**src/rtl/bus_hold_arbiter_if.sv**
```systemverilog
// Bus hold arbiter signal bundle: DMA hold handshake, CPU bus-cycle status and
// arbiter outputs. The master modport is the arbiter; the slave modport is the system side.
interface bus_hold_arbiter_if;
  // HRQ/HLDA form a four-phase request/acknowledge: the DMA raises HRQ and waits for HLDA.
  // It drives the bus only while HLDA=1, then drops HRQ and must see HLDA fall before
  // requesting again. cpu_busy marks a CPU bus cycle that must complete before hand-off.
  logic       HRQ;
  logic       cpu_busy;
  logic       HLDA;
  logic       cpu_stall;
  logic       cpu_bus_en;
  logic       hold_expire;
  logic [2:0] arb_state;

  modport master (
    input  HRQ,
    input  cpu_busy,
    output HLDA,
    output cpu_stall,
    output cpu_bus_en,
    output hold_expire,
    output arb_state
  );

  modport slave (
    output HRQ,
    output cpu_busy,
    input  HLDA,
    input  cpu_stall,
    input  cpu_bus_en,
    input  hold_expire,
    input  arb_state
  );
endinterface

```
**src/rtl/bus_hold_arbiter.sv**
```systemverilog
// Shared-bus arbiter between CPU and DMA: HRQ -> HLDA with turnaround cycles,
// hold-time warning and CPU guard window. Optional counters under BUS_ARB_STATS_EN.
module bus_hold_arbiter #(
  parameter int MAX_HOLD = 64,
  parameter int CPU_MIN  = 4,
  parameter int CNT_W    = 8
) (
  input  logic                clk,
  input  logic                Reset,
  bus_hold_arbiter_if.master  bus
`ifdef BUS_ARB_STATS_EN
  ,
  output logic [15:0]         grant_cnt,
  output logic [15:0]         dma_cycles
`endif
);

  typedef enum logic [2:0] {
    CPU_OWN   = 3'd0,
    WAIT_IDLE = 3'd1,
    SETTLE    = 3'd2,
    DMA_OWN   = 3'd3,
    RELEASE   = 3'd4,
    CPU_GUARD = 3'd5
  } state_t;

  localparam logic [CNT_W-1:0] HOLD_LIM  = CNT_W'((MAX_HOLD > 0) ? (MAX_HOLD - 1) : 0);
  localparam logic [CNT_W-1:0] GUARD_LIM = CNT_W'((CPU_MIN > 0) ? (CPU_MIN - 1) : 0);
  localparam logic [CNT_W-1:0] CNT_MAX   = {CNT_W{1'b1}};

  state_t           r_state;
  state_t           w_next_state;
  logic [CNT_W-1:0] r_hold_cnt;
  logic [CNT_W-1:0] w_hold_cnt_nxt;
  logic [CNT_W-1:0] r_guard_cnt;
  logic [CNT_W-1:0] w_guard_cnt_nxt;

  logic             w_hlda;
  logic             w_stall;
  logic             w_bus_en;
  logic             w_hold_expire;

  always_ff @(posedge clk) begin
    if (Reset) begin
      r_state     <= CPU_OWN;
      r_hold_cnt  <= '0;
      r_guard_cnt <= '0;
    end else begin
      r_state     <= w_next_state;
      r_hold_cnt  <= w_hold_cnt_nxt;
      r_guard_cnt <= w_guard_cnt_nxt;
    end
  end

  always_comb begin
    w_next_state    = r_state;
    w_hold_cnt_nxt  = r_hold_cnt;
    w_guard_cnt_nxt = r_guard_cnt;
    case (r_state)
      CPU_OWN: begin
        if (bus.HRQ) w_next_state = WAIT_IDLE;
      end
      WAIT_IDLE: begin
        // A dropped request beats a CPU cycle finishing in the same clock.
        if (!bus.HRQ)          w_next_state = CPU_OWN;
        else if (!bus.cpu_busy) w_next_state = SETTLE;
      end
      SETTLE: begin
        if (!bus.HRQ) begin
          w_next_state = CPU_OWN;
        end else begin
          w_next_state   = DMA_OWN;
          w_hold_cnt_nxt = '0;
        end
      end
      DMA_OWN: begin
        if (!bus.HRQ)                   w_next_state   = RELEASE;
        else if (r_hold_cnt != CNT_MAX) w_hold_cnt_nxt = r_hold_cnt + 1'b1;
      end
      RELEASE: begin
        if (CPU_MIN == 0) begin
          w_next_state = CPU_OWN;
        end else begin
          w_next_state    = CPU_GUARD;
          w_guard_cnt_nxt = '0;
        end
      end
      CPU_GUARD: begin
        // HRQ is deliberately not looked at here; the CPU keeps the bus for CPU_MIN cycles.
        if (r_guard_cnt >= GUARD_LIM) w_next_state    = CPU_OWN;
        else                          w_guard_cnt_nxt = r_guard_cnt + 1'b1;
      end
      default: begin
        w_next_state = CPU_OWN;
      end
    endcase
  end

  always_comb begin
    w_hlda   = 1'b0;
    w_stall  = 1'b0;
    w_bus_en = 1'b1;
    case (r_state)
      CPU_OWN: begin
        w_stall  = 1'b0;
        w_bus_en = 1'b1;
      end
      WAIT_IDLE: begin
        w_stall  = 1'b1;
        w_bus_en = 1'b1;
      end
      SETTLE: begin
        w_stall  = 1'b1;
        w_bus_en = 1'b0;
      end
      DMA_OWN: begin
        w_stall  = 1'b1;
        w_bus_en = 1'b0;
        w_hlda   = 1'b1;
      end
      RELEASE: begin
        w_stall  = 1'b1;
        w_bus_en = 1'b0;
      end
      CPU_GUARD: begin
        w_stall  = 1'b0;
        w_bus_en = 1'b1;
      end
      default: begin
        w_hlda   = 1'b0;
        w_stall  = 1'b0;
        w_bus_en = 1'b1;
      end
    endcase
  end

  // The hold counter reads k-1 during the k-th DMA_OWN cycle.
  assign w_hold_expire = (MAX_HOLD != 0) && (r_state == DMA_OWN) && (r_hold_cnt >= HOLD_LIM);

  assign bus.HLDA        = w_hlda;
  assign bus.cpu_stall   = w_stall;
  assign bus.cpu_bus_en  = w_bus_en;
  assign bus.hold_expire = w_hold_expire;
  assign bus.arb_state   = r_state;

`ifdef BUS_ARB_STATS_EN
  logic [15:0] r_grant_cnt;
  logic [15:0] r_dma_cycles;

  always_ff @(posedge clk) begin
    if (Reset) begin
      r_grant_cnt  <= '0;
      r_dma_cycles <= '0;
    end else begin
      if ((r_state == SETTLE) && (w_next_state == DMA_OWN) && (r_grant_cnt != 16'hFFFF))
        r_grant_cnt <= r_grant_cnt + 16'd1;
      if ((r_state == DMA_OWN) && (r_dma_cycles != 16'hFFFF))
        r_dma_cycles <= r_dma_cycles + 16'd1;
    end
  end

  assign grant_cnt  = r_grant_cnt;
  assign dma_cycles = r_dma_cycles;
`endif

endmodule

```
**src/flat_wrapper.sv**
```systemverilog
// flat-port wrapper written by rule: the top's interface ports become plain ports
module bus_hold_arbiter_flat 
#(
  parameter int MAX_HOLD = 64,
  parameter int CPU_MIN  = 4,
  parameter int CNT_W    = 8
)
  (clk, Reset, bus_HRQ, bus_cpu_busy, bus_HLDA, bus_cpu_stall, bus_cpu_bus_en, bus_hold_expire, bus_arb_state);
  bus_hold_arbiter_if bus_i ();
  input  logic clk;
  input  logic Reset;
  input wire logic [$bits(bus_i.HRQ)-1:0] bus_HRQ;
  input wire logic [$bits(bus_i.cpu_busy)-1:0] bus_cpu_busy;
  output wire logic [$bits(bus_i.HLDA)-1:0] bus_HLDA;
  output wire logic [$bits(bus_i.cpu_stall)-1:0] bus_cpu_stall;
  output wire logic [$bits(bus_i.cpu_bus_en)-1:0] bus_cpu_bus_en;
  output wire logic [$bits(bus_i.hold_expire)-1:0] bus_hold_expire;
  output wire logic [$bits(bus_i.arb_state)-1:0] bus_arb_state;
  assign bus_i.HRQ = bus_HRQ;
  assign bus_i.cpu_busy = bus_cpu_busy;
  assign bus_HLDA = bus_i.HLDA;
  assign bus_cpu_stall = bus_i.cpu_stall;
  assign bus_cpu_bus_en = bus_i.cpu_bus_en;
  assign bus_hold_expire = bus_i.hold_expire;
  assign bus_arb_state = bus_i.arb_state;
  bus_hold_arbiter #(.MAX_HOLD(MAX_HOLD), .CPU_MIN(CPU_MIN), .CNT_W(CNT_W)) u_core (.clk(clk), .Reset(Reset), .bus(bus_i));
endmodule
```
**config.mk**
```make
export PLATFORM = sky130hd
export DESIGN_NAME = bus_hold_arbiter_flat
export DESIGN_NICKNAME = d
export VERILOG_FILES = /design/src/rtl/bus_hold_arbiter_if.sv /design/src/rtl/bus_hold_arbiter.sv /design/src/flat_wrapper.sv
export SDC_FILE = /design/constraint.sdc
export NUM_CORES = 1
export LEC_CHECK = 0
export CORE_MARGIN = 4
export CORE_UTILIZATION = 57
export CTS_CLUSTER_SIZE = 20
export DETAILED_ROUTE_END_ITERATION = 6
export PLACE_DENSITY = 0.78
export REMOVE_ABC_BUFFERS = 1
export SLEW_MARGIN = 25
export SYNTH_ARGS = -nofsm -noshare
export SYNTH_HDL_FRONTEND = slang
export SYNTH_SLANG_ARGS = --single-unit
```
**constraint.sdc**
```tcl
create_clock -name clk -period 3.5 [get_ports clk]
set_input_delay 0.7 -clock clk [delete_from_list [all_inputs] [get_ports clk]]
set_output_delay 0.7 -clock clk [all_outputs]
set_load 0.01 [all_outputs]
```
---- After elaboration in Yosys (flattened, before gate mapping) ----
Index checks and enable logic that the tools add are counted.
storage, ports and cells
  bits in registers ....................... 19
  latch bits .............................. 0
  bits in writable memories ............... 0
  memory bits (read-only) ................. 0
  bits of input ports ..................... 4
  word-level logic and storage cells ...... 46
  memories kept ........................... 0
operators by class
  add/subtract/negate cells ............... 2
  $mul .................................... 0
  divide/modulo/power cells ............... 0
  order comparisons ....................... 2
  eq/ne operators ......................... 14
  shifts and indexed selects .............. 0
  mux-type cells .......................... 16
  bitwise logic cells ..................... 0
  reductions and logical operators ........ 9
operators by type and width
  cell                   count
  $mux W8                4
  $pmux W8 S2            2
  $pmux W3 S6            1
  $add A8 B1 Y8 const B  2
  $mux W3                5
  $ne A2 B2 Y1 const B   5
  $ge A8 B2 Y1 const B   1
  $ge A8 B6 Y1 const B   1
  $ne A8 B8 Y1 const B   1
  $reduce_and A4 Y1      2
  $eq A3 B2 Y1 const B   2
  $eq A3 B3 Y1 const B   2
  $ne A2 B1 Y1 const B   2
  $reduce_bool A2 Y1     2
  $reduce_or A4 Y1       1
  $eq A3 B1 Y1 const B   1
  $logic_not A3 Y1       1
  $mux W1                3
  $ne A3 B3 Y1 const B   1
  $reduce_or A3 Y1       1
  $mux W2                1
  $reduce_and A2 Y1      1
  $logic_and A1 B1 Y1    1

---- Longest topological paths before layout ----
Gate-level depths: netlist (run 1).
  word-level depth ........................ 4
  depth in mapped cells ................... 6
  depth with buffers taken out ............ 5

---- Worst setup path before layout (run 1) ----
Ideal clock, no wire load.
  kind .................................... reg2out
  start point ............................. reg u_core.r_state[0] (netlist: u_core.bus.arb_state[0])
  end point ............................... out bus_cpu_bus_en
  data arrival time ....................... 1.296 ns
  path slack .............................. 1.504 ns
  cell stages (with the launch flop) ...... 5
  cells stage by stage .................... dfxtp_1 -> buf_4 -> or3b_2 -> clkbuf_1 -> and2b_1
on the way
  cells in the longest elaborated chain, start to end .. 3
RTL lines
  item                                                 RTL line                 text
  from (decl)                                          bus_hold_arbiter.sv:31   state_t r_state;
  from (signal assigned)                               bus_hold_arbiter.sv:49   r_state <= w_next_state;
  $eq A3 B2 Y1 / $eq A3 B3 Y1 (equally long branches)  bus_hold_arbiter.sv:103  case (r_state)
  $reduce_or A3 Y1 (no source line) *                  -
  $mux W1 *                                            bus_hold_arbiter.sv:103
  to (decl)                                            flat_wrapper.sv:16       output wire logic [$bits(bus_i.cpu_bus_en)-1:0] bus_cpu_bus_en;
Mark *: on every way between the ends. The rest lies on a longest branch, timed or not.

---- Final worst setup path (run 1) ----
  start point ............................. reg u_core.r_state[2] (netlist: u_core.bus.arb_state[2])
  end point ............................... out bus_cpu_bus_en
Same word-level chain as after synthesis.

==> results of run 1 <==
## critical path: stages (launching register included)
cell             delay (ps)
dfxtp_1                 440
or3b_2                  580
and2b_1                 200
clkdlybuf4s50_1         470
## sequential cells by signal, summed over array words and instances (netlist names)
signal and count:
u_core.bus.arb_state 3, u_core.r_guard_cnt 8, u_core.r_hold_cnt 8
## routing by layer
layer | global-route usage | part of all wire
met2 | 0.220 | 0.41
met4 | 0.0538 | 0.014
met5 | 0 | 0
met1 | 0.229 | 0.52
met3 | 0.0428 | 0.052
## per-stage QoR
stage	hold WS, ps	power (mW)
floorplan	445	0.239
global placement	465	0.254
detailed placement	474	0.254
CTS	489	0.362
global route	503	0.375
finish	482	0.360
## cell families (layout without fill, tap and decap cells)
family / count (synthesis) / after routing / share of synthesized area
multiplexers: 1 / 1 / 0.0118
flip-flops: 19 / 19 / 0.400
adder cells (fa/ha/maj): 2 / 2 / 0.0263
AND/OR/NAND/NOR: 43 / 43 / 0.279
AO/OA/AOI/OAI: 27 / 27 / 0.218
XOR/XNOR: 1 / 1 / 0.00921
buffers and inverters: 12 / 21 / 0.0553
## placed cells by master, fill, tap and decap left out, types with 2 or more instances in the layout
cell and instances:
a21oi_1 10, a31oi_1 3, and3_1 8, clkbuf_4 3, clkdlybuf4s50_1 10, dfxtp_1 19, ha_1 2, inv_1 7
nand2_1 4, nand3_1 3, nand3_2 2, nand3b_1 2, nor2_1 6, o211ai_1 3, o21ai_0 3, o311ai_4 2
o41ai_1 2, or2_2 2, or3_1 4, or3b_2 2
## power by group
part / switching, mW / internal [mW]
Sequential: 0.00317 / 0.218
Clock: 0.0663 / 0.0444
Combinational: 0.0140 / 0.0147
Total: 0.0834 / 0.277
## layout make-up
class                   instances  area share
repair buffers                 10      0.0935
clock buffers                   4      0.0245
multi-input cells              74       0.484
inverters                       7      0.0245
flip-flops and latches         19       0.355
well taps                      16      0.0187
## worst paths after layout
| check | to | depth (start not counted) | start | slack (ps) |
|---|---|---|---|---|
| max | bus_cpu_bus_en | 3 | u_core.bus.arb_state[2] | 810 |
| min | u_core.r_guard_cnt[1] | 2 | u_core.r_guard_cnt[1] | 480 |
| max reg2reg | u_core.r_hold_cnt[7] | 5 | u_core.r_hold_cnt[0] | 1790 |
| min reg2reg | u_core.r_guard_cnt[1] | 2 | u_core.r_guard_cnt[1] | 480 |
==> impl_metrics.py, run 1 <==
metrics = {
    "run_status": {
        "outcome": "complete, no violations",
    },
    "synthesis": {
        "synthTopCellsByCount": "dfxtp_1, a21oi_1, and3_1",
        "synthTopCellsByArea": "dfxtp_1, o311ai_4, a21oi_1",
        "synth_area_um2": 951,
        "synth_top_flop_cell": "dfxtp_1",
        "synth.distinct_cells": 36,
        "ys_seq_elements": 19,
        "synth.yosys.seq_area_share": 0.400,
        "synth.most_common_cell": "dfxtp_1",
        "synthCells": 105,
        "synth_top_area_frac": 0.400,
        "synth_edf_count": 0,
        "yosysTopAreaCell": "dfxtp_1",
        "async_reset_ff_frac": 0,
        "ys.warnings.count": 0,
        "synth.avg_cell_area_um2": 9.06,
    },
    "global_routing": {
        "grt_pass1_wl_um": 3060,
        "antenna_found_initial": 0,
        "grt_max_degree": 14,
        "grt_pass1_vias": 686,
        "gr-usage-all-layers": 0.157,
        "overflow": 0,
    },
    "routing": {
        "first_iter_violations": 14,
        "viasPerCell": 6.00,
        "postRouteAntennaNets": 0,
        "drc": 0,
        "vias": 780,
        "drt_wl_total_um": 1760,
        "firstDrtPassIters": 4,
        "wire_per_inst_um": 13.5,
    },
    "clocking": {
        "cts.sinks": 19,
        "ctsRootBufferMaster": "clkbuf_4",
        "cts_htree_levels": 1,
        "clkTransAtPathRegs_ps": 100,
        "worstSkewPairLatency_ps": 300,
        "post_cts_buffers": 0,
        "cts_tree": "built",
        "cts_made_buffers": 3,
        "cts_max_path_buffers": 2,
        "hold_buffers": 0,
        "cts_resized": 0,
    },
    "timing": {
        "max_clock_freq_mhz": 372,
        "min_period_ps": 2690,
        "setup_viol": 0,
        "hold_viol_final": 0,
        "worst_slew_pin_slew_ps": 495,
        "layout_setup_ws_ps": 810,
        "fin_tns_setup_ps": 0,
        "maxSlewViolCount": 0,
        "rsz0062_at_grt": "false",
        "finalCritPeriodShare": 0.769,
        "slew_headroom": 0.669,
        "fin_skew_ps": 4.86,
    },
    "placement": {
        "dp_cells": 126,
        "dpl.hpwl_um": 1240,
        "place.gp.congestion": 0.804,
        "placed_cell_area_um2": 1040,
        "numPortBuffers": 10,
        "dp_worst_setup_slack_ps": 1140,
    },
    "final_layout": {
        "fin_util": 0.695,
        "fin_area_um2": 1070,
        "multi_input_area_um2": 518,
        "drive_gt1_frac": 0.114,
        "finalNonFillerCells": 130,
        "seqCellArea_um2": 380,
        "nFillCells": 134,
        "fin_nets": 121,
        "area_growth_pct": 12.6,
        "diodes": 0,
    },
    "hold_path": {
        "hp-class": "reg -> reg",
    },
    "die": {
        "die_area_um2": 2390,
        "ios": 11,
        "dieHeight_um": 48.8,
        "rows": 14,
        "core_area_um2": 1540,
        "die-width_um": 48.8,
        "initial_utilization": 0.617,
    },
    "power": {
        "peakVddDrop_v": 0.000263,
        "power_density_nw_per_um2": 336,
        "leakagePower_nw": 0.392,
    },
    "critical_path": {
        "required_ps": 2800,
        "critPathKind": "reg -> out",
        "crit_path_start_kind": "flip-flop",
        "path_max_fanout": 10,
        "cp-end-kind": "primary output",
        "worstPathArrival_ps": 1990,
    },
    "job": {
        "maxCapViolCount": 0,
    },
}
(Power assumes the default switching activity.)
==> run 2, diff against run 1 <==
- CORE_UTILIZATION: 57 -> 48
- PLACE_DENSITY: 0.78 -> 0.7
- clock period: 3.5 -> 2.27 ns (I/O delays scaled with it)
==> run 2 against run 1 <==
  * Final cell count grew 11%
  * Setup slack lost 650 ps
  * Sequential cell count is the same
  * Critical endpoint is now bus_hold_expire
  * Critical path type unchanged
==> impl_metrics.py, run 2 (synthesized netlist as in run 1, its figures left out) <==
metrics = {
    "die": {
        "core_area_um2": 1800,
        "die-width_um": 52.5,
        "dieHeight_um": 52.5,
        "initial_utilization": 0.528,
        "ios": 11,
        "rows": 15,
        "die_area_um2": 2760,
    },
    "power": {
        "leakagePower_nw": 0.422,
        "power_density_nw_per_um2": 500,
        "peakVddDrop_v": 0.000347,
        "power_uw": 566,
    },
    "final_layout": {
        "drive_gt1_frac": 0.193,
        "fin_nets": 126,
        "area_growth_pct": 18.9,
        "diodes": 0,
        "final_cell_mix": "dfxtp_1, a21oi_1, and3_1, clkdlybuf4s50_1, inv_1",
        "finalNonFillerCells": 144,
        "layout_commonest_cell": "dfxtp_1",
        "nFillCells": 159,
    },
    "global_routing": {
        "grt_pass1_wl_um": 3470,
        "gr-usage-all-layers": 0.171,
        "top_usage_layer": "met2",
        "globalRouteMet2Util": 0.252,
        "grt_pass1_vias": 736,
        "gr-usage-met3": 0.0342,
        "grt_max_degree": 12,
        "use_met1": 0.237,
        "antenna_found_initial": 0,
        "overflow": 0,
    },
    "clocking": {
        "cts_made_buffers": 3,
        "cts_tree": "built",
        "clkTransAtPathRegs_ps": 110,
        "hold_buffers": 0,
        "worstSkewPairLatency_ps": 310,
        "cts.sinks": 19,
        "ctsRootBufferMaster": "clkbuf_4",
        "cts_max_path_buffers": 2,
        "cts_htree_levels": 1,
    },
    "hold_path": {
        "hp-class": "reg -> reg",
    },
    "timing": {
        "slew_headroom": 0.708,
        "finalCritPeriodShare": 0.929,
        "worst_slew_pin_slew_ps": 437,
        "min_period_ps": 2110,
        "rsz0062_at_grt": "false",
        "hold_viol_final": 0,
        "maxSlewViolCount": 0,
        "setup_viol": 0,
        "fin_tns_setup_ps": 0,
        "fin_skew_ps": 5.24,
        "max_clock_freq_mhz": 474,
    },
    "routing": {
        "viasPerCell": 5.72,
        "drc": 0,
        "drt_wl_total_um": 2040,
        "postRouteAntennaNets": 0,
        "wire_per_inst_um": 14.2,
        "firstDrtPassIters": 4,
        "vias": 823,
        "first_iter_violations": 20,
    },
    "placement": {
        "place.gp.congestion": 0.789,
        "numPortBuffers": 10,
        "dpl.hpwl_um": 1430,
        "dp_cells": 140,
    },
    "critical_path": {
        "critPathKind": "reg -> out",
        "required_ps": 1820,
        "cp-end-kind": "primary output",
        "crit_path_start_kind": "flip-flop",
        "worstPathArrival_ps": 1650,
        "path_max_fanout": 4,
    },
    "job": {
        "maxCapViolCount": 0,
    },
    "run_status": {
        "outcome": "complete, no violations",
    },
}
-- run 2: critical path: stages, from the launching register on --
cell and delay (ps):
dfxtp_1 390, ha_2 220, and3_1 200, nand3_1 100, a21oi_1 140, dlygate4sd2_1 280
-- run 2: area by class of cell --
| cell class | instances | area [µm²] | share of cell area |
|---|---|---|---|
| Tap cell | 25 | 31.3 | 0.0277 |
| Multi-Input combinational cell | 74 | 520 | 0.460 |
| Clock inverter | 1 | 5.00 | 0.00442 |
| Sequential cell | 19 | 387 | 0.342 |
| Inverter | 7 | 26.3 | 0.0232 |
| Timing Repair Buffer | 15 | 139 | 0.123 |
| Clock buffer | 3 | 22.5 | 0.0199 |
-- run 2: final timing paths --
path                               from                    end  slack (ps)  depth (start not counted)
setup reg to reg   u_core.r_hold_cnt[1]   u_core.r_hold_cnt[5]         550                          5
hold reg to reg   u_core.r_guard_cnt[3]  u_core.r_guard_cnt[3]         490                          1
setup / recovery   u_core.r_hold_cnt[1]        bus_hold_expire         160                          5
hold / removal    u_core.r_guard_cnt[3]  u_core.r_guard_cnt[3]         490                          1
-- run 2: routing by layer --
layer / vias up / wire (µm)
li1: 412 / -
met1: 387 / 1000
met2: 17 / 893
met3: 7 / 95
met4: 0 / 55
met5: - / 0
-- run 2: power breakdown --
| group | internal (mW) | leakage [nW] | switching, mW |
|---|---|---|---|
| combinational | 0.0269 | 0.249 | 0.0263 |
| sequential | 0.334 | 0.155 | 0.00187 |
| clock | 0.0660 | 0.0177 | 0.111 |
| total | 0.427 | 0.422 | 0.139 |
-- run 2: metrics by stage --
step / cell area (µm²) / hold WS [ps] / util / setup slack [ps]
6_report: 1130 / 487 / 0.628 / 161
5_1_grt: 1130 / 502 / 0.628 / 25.1
4_1_cts: 1130 / 490 / 0.625 / 0.766
3_5_place_dp: 1090 / 470 / 0.607 / 200
3_3_place_gp: 1090 / 459 / 0.607 / 240
2_1_floorplan: 925 / 445 / - / 630
-- run 2: repair_timing --
action,CTS,global route
resized for setup,5,2
buffers inserted,0,0
setup endpoints to repair,2,1
